## config.mk

```make
export PLATFORM = sky130hd
export DESIGN_NAME = alu_issue_unit
export DESIGN_NICKNAME = d
export VERILOG_FILES = /design/src/rtl/alu_issue_unit.sv
export SDC_FILE = /design/constraint.sdc
export NUM_CORES = 1
export LEC_CHECK = 0
export CAP_MARGIN = 25
export CELL_PAD_IN_SITES_DETAIL_PLACEMENT = 0
export CELL_PAD_IN_SITES_GLOBAL_PLACEMENT = 1
export CORE_UTILIZATION = 29
export CTS_CLUSTER_SIZE = 16
export DETAILED_ROUTE_END_ITERATION = 10
export GPL_ROUTABILITY_DRIVEN = 0
export PLACE_DENSITY = 0.6
export SYNTH_ARGS = -nofsm -noshare
export SYNTH_HDL_FRONTEND = slang
export SYNTH_SLANG_ARGS = --single-unit
export TNS_END_PERCENT = 100
```

## constraint.sdc

```tcl
create_clock -name clk -period 2.4 [get_ports clk]
set_input_delay 0.6 -clock clk [delete_from_list [all_inputs] [get_ports clk]]
set_output_delay 0.6 -clock clk [all_outputs]
set_load 0.03 [all_outputs]
```

## src/rtl/alu_issue_unit.sv

```systemverilog
// alu_issue_unit: operand-issue and writeback stage in front of an 8-bit ALU, with a 4 x 8-bit register file.
// Latency: alu_a/alu_b/alu_op are valid one edge after accept; writeback and res_valid follow one edge later; 3 cycles per instruction.
// Backpressure: instr_ready is low outside IDLE and whenever ld_en is high; ld_en outside IDLE is dropped, not queued.
//
// Ports:
//   clk, rst_n              single clock, synchronous active-low reset
//   instr_valid/instr_ready instruction handshake; instr = {op[2:0], rd[1:0], rs1[1:0], rs2[1:0]}
//   ld_en/ld_addr/ld_data   external register-file load, applied only in IDLE, wins over an instruction
//   alu_a/alu_b/alu_op      registered operands and opcode driven to the ALU
//   alu_out                 combinational ALU result, captured at the end of ISSUE
//   res_valid/res_data/res_rd  one-cycle writeback strobe, written value (held) and its destination
//   retired                 retired-instruction count, wraps modulo 256
module alu_issue_unit (
    input  logic       clk,
    input  logic       rst_n,
    input  logic       instr_valid,
    input  logic [8:0] instr,
    output logic       instr_ready,
    input  logic       ld_en,
    input  logic [1:0] ld_addr,
    input  logic [7:0] ld_data,
    output logic [7:0] alu_a,
    output logic [7:0] alu_b,
    output logic [2:0] alu_op,
    input  logic [7:0] alu_out,
    output logic       res_valid,
    output logic [7:0] res_data,
    output logic [1:0] res_rd,
    output logic [7:0] retired
);

    typedef enum logic [1:0] {
        IDLE  = 2'd0,
        ISSUE = 2'd1,
        WB    = 2'd2
    } state_t;

    typedef struct packed {
        logic [2:0] op;
        logic [1:0] rd;
        logic [1:0] rs1;
        logic [1:0] rs2;
    } instr_t;

    state_t     state;
    state_t     state_nxt;
    instr_t     ins;
    logic [7:0] rf [0:3];
    logic [1:0] rd_q;
    logic       ld_wr;
    logic       accept;
    logic       wb_wr;

    assign ins = instr_t'(instr);

    // Ready looks only at state and ld_en so upstream can never form a loop through instr_valid.
    assign instr_ready = (state == IDLE) && !ld_en;
    assign accept      = instr_ready && instr_valid;
    assign ld_wr       = (state == IDLE) && ld_en;
    assign wb_wr       = (state == ISSUE);

    // ------------------------------------------------------------------
    // Control FSM
    // ------------------------------------------------------------------
    always_ff @(posedge clk) begin
        if (!rst_n) begin
            state <= IDLE;
        end else begin
            state <= state_nxt;
        end
    end

    always_comb begin
        state_nxt = state;
        case (state)
            IDLE:    if (accept) state_nxt = ISSUE;
            ISSUE:   state_nxt = WB;
            WB:      state_nxt = IDLE;
            default: state_nxt = IDLE;
        endcase
    end

    // ------------------------------------------------------------------
    // Register file: an external load and a writeback can never coincide,
    // since loads only land in IDLE and writebacks only in ISSUE.
    // ------------------------------------------------------------------
    always_ff @(posedge clk) begin
        if (!rst_n) begin
            for (int i = 0; i < 4; i++) begin
                rf[i] <= 8'h00;
            end
        end else if (ld_wr) begin
            rf[ld_addr] <= ld_data;
        end else if (wb_wr) begin
            rf[rd_q] <= alu_out;
        end
    end

    // ------------------------------------------------------------------
    // Operand issue: operands are read at accept time, so rd may alias
    // rs1/rs2 and still see the pre-instruction value. The ALU inputs
    // then hold until the next accept.
    // ------------------------------------------------------------------
    always_ff @(posedge clk) begin
        if (!rst_n) begin
            alu_a  <= 8'h00;
            alu_b  <= 8'h00;
            alu_op <= 3'b111;
            rd_q   <= 2'd0;
        end else if (accept) begin
            alu_a  <= rf[ins.rs1];
            alu_b  <= rf[ins.rs2];
            alu_op <= ins.op;
            rd_q   <= ins.rd;
        end
    end

    // ------------------------------------------------------------------
    // Writeback reporting: res_valid rises with the writeback edge and
    // falls at the WB -> IDLE edge; res_data/res_rd hold until the next
    // writeback.
    // ------------------------------------------------------------------
    always_ff @(posedge clk) begin
        if (!rst_n) begin
            res_valid <= 1'b0;
            res_data  <= 8'h00;
            res_rd    <= 2'd0;
            retired   <= 8'h00;
        end else begin
            if (wb_wr) begin
                res_valid <= 1'b1;
                res_data  <= alu_out;
                res_rd    <= rd_q;
                retired   <= retired + 8'd1;
            end else if (state == WB) begin
                res_valid <= 1'b0;
            end
        end
    end

endmodule

```

Yosys cells after proc, flatten, opt, wreduce, memory -nomap -nowiden
Memories as Yosys holds them, arrays and structs flattened. A register that Yosys moved wholly into a read port is not among the register bits. Index checks and enable logic that the tools add are counted.

Add/sub/neg operators: 1. Eq/ne operators: 3. Multiplexer cells: 18. Reductions and logical operators: 10.

Operators by type and width (number): $mux W8 (2); $reduce_or A8 Y1 (2); $mux W1 (12); $add A8 B1 Y8 const B (1); $mux W2 (3); $pmux W2 S2 (1); $logic_and A1 B1 Y1 (3); $logic_not A1 Y1 (3); $eq A2 B1 Y1 const B (1); $eq A2 B2 Y1 const B (1); $logic_not A2 Y1 (1); $ne A2 B2 Y1 const B (1); $reduce_bool A2 Y1 (1).

Register bits after elaboration: 26. Memory bits (writable): 32. Output and inout bits: 39. Word-level logic and storage cells: 40. Memories kept: 1.

Memory list: rf (words 4, bits a word 8, read ports 2, clocked after Yosys merged registers in 2, wr ports 4, RTL line 48) `logic [7:0] rf [0:3];`.

Logic depth before layout (Yosys ltp)
Gate-level depths: netlist of the first run.

Depth in word-level cells: 8. Mapped depth: 7. Gate-level depth less buffers: 5.

Worst setup path before layout of the first run
OpenSTA, ideal clock, no wires.

Path type: register to register. Start: register state[0]. End: memory rf[2][0], enable pin. Setup time: 0.329 ns. Data arrival time: 1.625 ns. Setup slack: 0.446 ns. Stages on the path, launching flop included: 7. Buffers on the path: 1. Period minus slack after synthesis: 1.954 ns. Cells stage by stage: dfxtp_1 -> inv_1 -> ha_1 -> and4bb_1 -> a2111o_1 -> buf_6 -> nand2_1.

RTL lines: from (decl) (RTL line 45) `state_t state;`; from (signal assigned) (RTL line 69) `state <= state_nxt;`; to (decl) (RTL line 48).

Final worst setup path of the first run
Start: register state[1]. End: output port instr_ready.

Longest elaborated chain between the ends: 2.

RTL lines: $logic_not A2 Y1 (RTL line 57) `assign instr_ready = (state == IDLE) && !ld_en;`; $logic_and A1 B1 Y1 (RTL line 57); to (decl) (RTL line 18) `output logic instr_ready,`.

Every way passes these cells.

==> flow_metrics.py, run 1 <==
metrics = {
    "clock_tree": {
        "cts_root_buf": "clkbuf_16",
        "path_clk_slew_ns": 0.06,
        "cts_hold_buf": 0,
        "post_cts_buffers": 0,
        "clkSinkCount": 74,
        "cts_tree": "yes",
        "max-clock-path-buffers": 2,
        "cts_buffers": 9,
        "cts_max_level": 3,
        "cts_resized": 0,
        "clock_latency_ns": 0.33,
    },
    "power": {
        "pwr-share-comb_pct": 33.3,
        "power_leakage_nw": 1.651,
        "p_per_area_nw_per_um2": 962.5,
        "p_clk_share_pct": 28.0,
        "p_sw_share_pct": 33.98,
        "intPower_mw": 2.894,
        "p_sw_mw": 1.490,
        "irDropWorstVdd_v": 0.0003645,
        "power_frac_seq_pct": 38.7,
    },
    "run": {
        "drv_cap": 0,
    },
    "worst_hold_path": {
        "hold_path.class": "reg -> reg",
        "min_from": "alu_a[3]$_SDFFE_PN0P_",
        "hold-path-endpoint": "alu_a[3]$_SDFFE_PN0P_",
        "hold_path_depth": 2,
    },
    "critical_path": {
        "cp.buffers_inverters": 3,
        "critical_path.most_common_cell": "inv_1",
        "rrSetupSlack_ns": 0.35,
        "cp.required_ns": 1.80,
        "path_max_fanout": 10,
        "criticalPathCategory": "reg -> out",
        "startpoint_type": "register",
        "worstReg2RegEnd": "rf[2][5]$_SDFFCE_PN0P_",
        "endpoint_kind": "primary output",
        "path_cells": "inv_1 > ha_1 > inv_1 > nor2_1 > buf_4",
        "crit_slowest_cell": "ha_1",
        "cp_top_family": "buffers and inverters",
        "r2r_cells": 5,
        "arrival_ns": 1.54,
        "reg2reg_from": "state[0]$_SDFFE_PN0P_",
        "cpPeakStageDelay_ns": 0.37,
    },
    "detailed_routing": {
        "drt_iter0_markers": 125,
        "firstDrtPassIters": 4,
        "avgViaCountPerCell": 4.682,
        "wl_per_cell_um": 15.34,
        "routed_wl_um": 8190,
        "ant_nets": 0,
        "drc": 0,
        "vias": 2500,
    },
    "die": {
        "num_rows": 39,
        "die_w_um": 110.3,
        "io_pins": 70,
        "die_area_um2": 12160,
        "chipHeight_um": 110.3,
        "start_util_pct": 29.77,
        "coreArea_um2": 11420,
    },
    "placement": {
        "portBuffers": 69,
        "dp_slack_ns": 0.04795,
        "hpwlAfterDp_um": 6097,
    },
    "logic_synthesis": {
        "syn_inst": 312,
        "synth-async-reset-ratio_pct": 0,
        "yosysMostFrequentCell": "nand2_1",
        "yosysWarnings": 0,
        "yosys-top-cells-area": "edfxtp_1 (28%), dfxtp_1 (25%), mux4_2 (11%)",
        "yosysTopAreaCellShare_pct": 28.27,
        "syn_area_per_cell_um2": 10.90,
        "synth_largest_area_cell": "edfxtp_1",
        "synth.net_count": 348,
        "ys_ff_latch": 74,
        "syn-cell-area_um2": 3400,
        "ys_seq_area_share_pct": 53.00,
        "synth_edf_count": 32,
        "synth_cell_types": 37,
        "synth_commonest_cells": "nand2_1 (56), dfxtp_1 (42), nor2_1 (34), edfxtp_1 (32), a21oi_1 (23)",
        "ys.flop_type": "dfxtp_1",
    },
    "cells_and_area": {
        "num_antenna_cells": 0,
        "drive_gt1_share_pct": 15.60,
        "area_growth_pct": 33.97,
        "nNetsFinal": 422,
    },
    "timing": {
        "rsz0062_at_grt": "no",
        "finalSetupViolCount": 0,
        "relSlewSlack_pct": 72.86,
        "finalHoldViolations": 0,
        "finalClockSkew_ns": 0.004476,
        "min_period_ns": 2.143,
        "slew_violations": 0,
        "max_freq_ghz": 0.4666,
        "period_share_pct": 89.29,
        "tightest_slew_ns": 0.4071,
        "final.setup.tns_ns": 0,
        "worst_slack_ns": 0.2570,
    },
    "global_routing": {
        "grt_overflow": 0,
        "grt_usage_pct": 14.78,
        "grt_pass1_vias": 2421,
        "antenna_found_initial": 0,
        "grt_max_degree": 37,
        "grt_pass1_wl_um": 13350,
    },
    "run_status": {
        "status": "completed",
    },
}
## worst max path at each step
stage,from,endpoint,depth (start not counted)
after global placement,ld_en,rf[2][1]$_SDFFCE_PN0P_,4
final,state[1]$_SDFFE_PN0P_,instr_ready,5
after CTS,state[1]$_SDFFE_PN0P_,instr_ready,5
after detailed placement,ld_en,rf[2][4]$_SDFFCE_PN0P_,4
after floorplan,state[0]$_SDFFE_PN0P_,rf[2][0]$_SDFFCE_PN0P_,6
after global routing,state[0]$_SDFFE_PN0P_,instr_ready,5
## registers in the layout, summed over array words and instances (netlist names)
| name | flops |
|---|---|
| alu_op | 3 |
| rd_q | 2 |
| res_valid | 1 |
| retired | 8 |
| state | 2 |
| res_rd | 2 |
| alu_a | 8 |
| res_data | 8 |
| alu_b | 8 |
| rf | 32 |
## cells by family (layout without fill, tap and decap cells)
group	count (synthesis)	count (layout)	synth area share (%)
xor+xnor	4	4	1.031
fa+ha+maj	5	5	1.840
compound gates	41	41	7.692
simple gates	126	126	17.63
buf+inv	34	113	4.674
flops	74	74	53.00
mux	28	28	14.13
## power by group through the flow
stage	Sequential (mW)	Combinational [mW]	Clock [mW]
detailed placement	1.72	1.47	0
global route	1.73	1.60	1.32
CTS	1.70	1.48	1.25
floorplan	1.83	0.851	0
finish	1.70	1.46	1.23
global placement	1.72	1.46	0
## per-layer routing
| metal | part of all wire (%) | vias to the layer above | routed length, um | GRT usage [%] |
|---|---|---|---|---|
| li1 | - | 1245 | - | - |
| met1 | 50 | 1198 | 4089 | 21.11 |
| met2 | 45 | 49 | 3699 | 21.74 |
| met3 | 3.6 | 8 | 297 | 3.233 |
| met4 | 1.3 | 0 | 103 | 5.639 |
| met5 | 0 | - | 0 | 0 |
## metrics by stage
step | std cells | hold slack, ns | power [mW] | area, um2 | utilization (%)
6_report | 534 | 0.4553 | 4.383 | 4554 | 39.89
5_1_grt | 534 | 0.4749 | 4.641 | 4554 | 39.89
4_1_cts | 534 | 0.4577 | 4.428 | 4554 | 39.89
3_5_place_dp | 518 | 0.4485 | 3.195 | 4285 | 37.53
3_3_place_gp | 518 | 0.4464 | 3.176 | 4285 | 37.53
2_1_floorplan | 312 | 0.4437 | 2.685 | 3400 | -
## cell type report
class | count | area [um2]
fill | 1158 | 6864
sequential | 74 | 1802
multi-input combinational | 204 | 1439
timing repair buffer | 85 | 820.8
clock buffer | 9 | 225.2
tap | 143 | 178.9
inverter | 12 | 45.04
clock inverter | 7 | 43.79
## layout by cell type, fill, tap and decap left out, types with 6 or more instances in the layout
master           Yosys  layout
a21o_1               8       8
a21oi_1             23      23
buf_4                0      16
clkbuf_16            0       9
clkdlybuf4s50_1      0      68
dfxtp_1             42      42
edfxtp_1            32      32
inv_1               12      12
mux2i_1             12      12
mux4_2              16      16
nand2_1             56      56
nand3_1              6       6
nand4b_1             8       8
nor2_1              34      34
nor2_2               8       8
## worst reg2reg max path, cell delays in order, from the launching register on
cell and delay (ns):
dfxtp_1 0.38, inv_1 0.08, ha_1 0.32, and4bb_1 0.26, a2111o_1 0.37, nand2_1 0.30
(Power assumes the default switching activity.)
==> run 2: changes to the inputs <==
--- a/config.mk
+++ b/config.mk
@@ -8,6 +8,7 @@
 export CAP_MARGIN = 25
 export CELL_PAD_IN_SITES_DETAIL_PLACEMENT = 0
 export CELL_PAD_IN_SITES_GLOBAL_PLACEMENT = 1
+export CORE_MARGIN = 5
 export CORE_UTILIZATION = 29
 export CTS_CLUSTER_SIZE = 16
 export DETAILED_ROUTE_END_ITERATION = 10
==> run 2 against run 1 <==
  * Worst setup slack lost 0.084 ns
  * Count of clock-buffer cells in the layout grew 1
  * Total power grew 4.9%
  * Register-to-register slack gained 0.08 ns
  * Critical path type unchanged
  * Non-clock buffer count is the same
  * Largest cell class unchanged
==> flow_metrics.py, run 2 (synthesis results as in run 1) <==
metrics = {
    "run_status": {
        "status": "completed",
    },
    "critical_path": {
        "worstReg2RegEnd": "rf[2][5]$_SDFFCE_PN0P_",
        "crit_slowest_cell": "dfxtp_1",
        "endpoint_kind": "primary output",
        "criticalPathCategory": "reg -> out",
        "startpoint": "state[1]$_SDFFE_PN0P_",
        "reg2reg_from": "state[1]$_SDFFE_PN0P_",
        "path_max_fanout": 9,
        "startpoint_type": "register",
        "cp.required_ns": 1.80,
        "rrSetupSlack_ns": 0.43,
        "r2r_cells": 5,
        "cpPeakStageDelay_ns": 0.31,
        "arrival_ns": 1.63,
        "path_cells": "inv_1 > ha_2 > buf_4 > inv_1 > nor2_1 > buf_4",
    },
    "global_routing": {
        "grt_max_degree": 26,
        "use_met3_pct": 2.579,
        "grt_overflow": 0,
        "grt_usage_pct": 12.27,
        "met2_usage_pct": 18.35,
        "grt_pass1_vias": 2514,
        "grt_pass1_wl_um": 13810,
        "met1_usage_pct": 17.49,
        "busiest_layer": "met2",
        "antenna_found_initial": 0,
    },
    "detailed_routing": {
        "vias": 2542,
        "ant_nets": 0,
        "drt_iter0_markers": 165,
        "avgViaCountPerCell": 4.760,
        "wl_per_cell_um": 15.93,
        "firstDrtPassIters": 4,
        "routed_wl_um": 8505,
        "drc": 0,
    },
    "cells_and_area": {
        "area_growth_pct": 35.52,
        "num_antenna_cells": 0,
        "largest-register": "rf",
        "multiInputGateArea_um2": 1441,
        "fin_cells": 534,
        "nNetsFinal": 422,
        "postLayoutCoreUtil_pct": 40.17,
        "final.fill_count": 1104,
        "largest_reg_flops": 32,
        "postLayoutCellArea_um2": 4607,
        "drive_gt1_share_pct": 16.11,
        "final_cell_mix": "clkdlybuf4s50_1 (68), nand2_1 (56), dfxtp_1 (42)",
        "final_common_cell": "clkdlybuf4s50_1",
        "seq_area_um2": 1802,
    },
    "clock_tree": {
        "clkSinkCount": 74,
        "cts_max_level": 3,
        "cts_tree": "yes",
        "clock_latency_ns": 0.33,
        "cts_hold_buf": 0,
        "cts_buffers": 9,
        "cts_root_buf": "clkbuf_16",
        "path_clk_slew_ns": 0.06,
        "max-clock-path-buffers": 2,
    },
    "die": {
        "coreArea_um2": 11470,
        "num_rows": 39,
        "die_area_um2": 13990,
        "die_w_um": 118.3,
        "io_pins": 70,
        "start_util_pct": 29.65,
        "chipHeight_um": 118.3,
    },
    "placement": {
        "hpwlAfterDp_um": 6419,
        "placed_area_um2": 4285,
        "portBuffers": 69,
        "dp_slack_ns": -0.001688,
        "dp_cells": 518,
    },
    "power": {
        "irDropWorstVdd_v": 0.0004004,
        "power_leakage_nw": 1.681,
        "p_per_area_nw_per_um2": 998.4,
    },
    "timing": {
        "min_period_ns": 2.227,
        "worst_slack_ns": 0.1729,
        "rsz0062_at_grt": "no",
        "relSlewSlack_pct": 71.77,
        "tightest_slew_ns": 0.4222,
        "finalSetupViolCount": 0,
        "finalClockSkew_ns": 0.006803,
        "finalHoldViolations": 0,
        "holdWs_ns": 0.4526,
        "max_freq_ghz": 0.4490,
        "slew_violations": 0,
        "period_share_pct": 92.80,
    },
    "worst_hold_path": {
        "min_from": "alu_b[7]$_SDFFE_PN0P_",
        "hold_path.class": "reg -> reg",
        "hold_path_depth": 2,
        "hold-path-endpoint": "alu_b[7]$_SDFFE_PN0P_",
    },
    "run": {
        "drv_cap": 0,
    },
}
==> run 2: cell types whose count changed in the layout (fill, tap and decap cells not counted) <==
cell,change
bufinv_16,+2
clkbuf_2,+1
clkinv_1,-1
clkinv_2,-1
clkinvlp_2,-1
clkinvlp_4,-1
ha_1,-1
ha_2,+1
inv_4,+1
==> run 2: where the power goes <==
part | leakage [nW] | switching [mW] | internal (mW) | total (mW)
sequential | 0.676 | 0.134 | 1.56 | 1.70
combinational | 0.845 | 0.819 | 0.643 | 1.46
clock | 0.160 | 0.524 | 0.919 | 1.44
total | 1.68 | 1.48 | 3.12 | 4.60
==> run 2: what timing repair did <==
action	CTS	global route
endpoints found under the hold margin	0	0
buffers inserted	0	0
gates resized for setup	0	1
setup endpoints to repair	0	1
==> run 2: worst max path at each step <==
| stage | to | slack (ns) | depth (start not counted) |
|---|---|---|---|
| floorplan | rf[2][0]$_SDFFCE_PN0P_ | 0.45 | 6 |
| global placement | rf[2][0]$_SDFFCE_PN0P_ | 0.06 | 4 |
| detailed placement | rf[2][4]$_SDFFCE_PN0P_ | -0.002 | 4 |
| CTS | instr_ready | 0.04 | 6 |
| global route | instr_ready | 0.09 | 6 |
| finish | instr_ready | 0.17 | 6 |
==> run 2: worst max-delay path, delay by kind of cell (launching register included) <==
kind | cells | cell delay (ns)
buffers and inverters | 4 | 0.57
adders and majority gates | 1 | 0.30
and+or+nand+nor | 1 | 0.12
DFF | 1 | 0.31
==> run 2: through the flow <==
step                TNS [ns]  power (mW)
detailed placement  -0.01142       3.193
finish                     0       4.600
global route               0       4.841
global placement           0       3.176
CTS                        0       4.647
floorplan                  0       2.685
==> run 2: final cells by class <==
cell class / instances / area share, %
Inverter: 12 / 0.9777
Multi-Input combinational cell: 204 / 31.29
Tap cell: 143 / 3.884
Timing Repair Buffer: 85 / 17.82
Clock buffer: 10 / 4.997
Clock inverter: 6 / 1.928
Sequential cell: 74 / 39.11
==> run 2: layer usage <==
metal	share of wire [%]	up-vias
li1	-	1247
met4	1.2	0
met5	0	-
met2	46	64
met3	4.7	6
met1	48	1225
==> run 3: changes to the inputs <==
--- a/config.mk
+++ b/config.mk
@@ -5,7 +5,7 @@
 export SDC_FILE = /design/constraint.sdc
 export NUM_CORES = 1
 export LEC_CHECK = 0
-export CAP_MARGIN = 25
+export CAP_MARGIN = 20
 export CELL_PAD_IN_SITES_DETAIL_PLACEMENT = 0
 export CELL_PAD_IN_SITES_GLOBAL_PLACEMENT = 1
 export CORE_MARGIN = 5
==> results of run 3 <==
The final DEF is identical to that of run 2; final timing and power are the same.
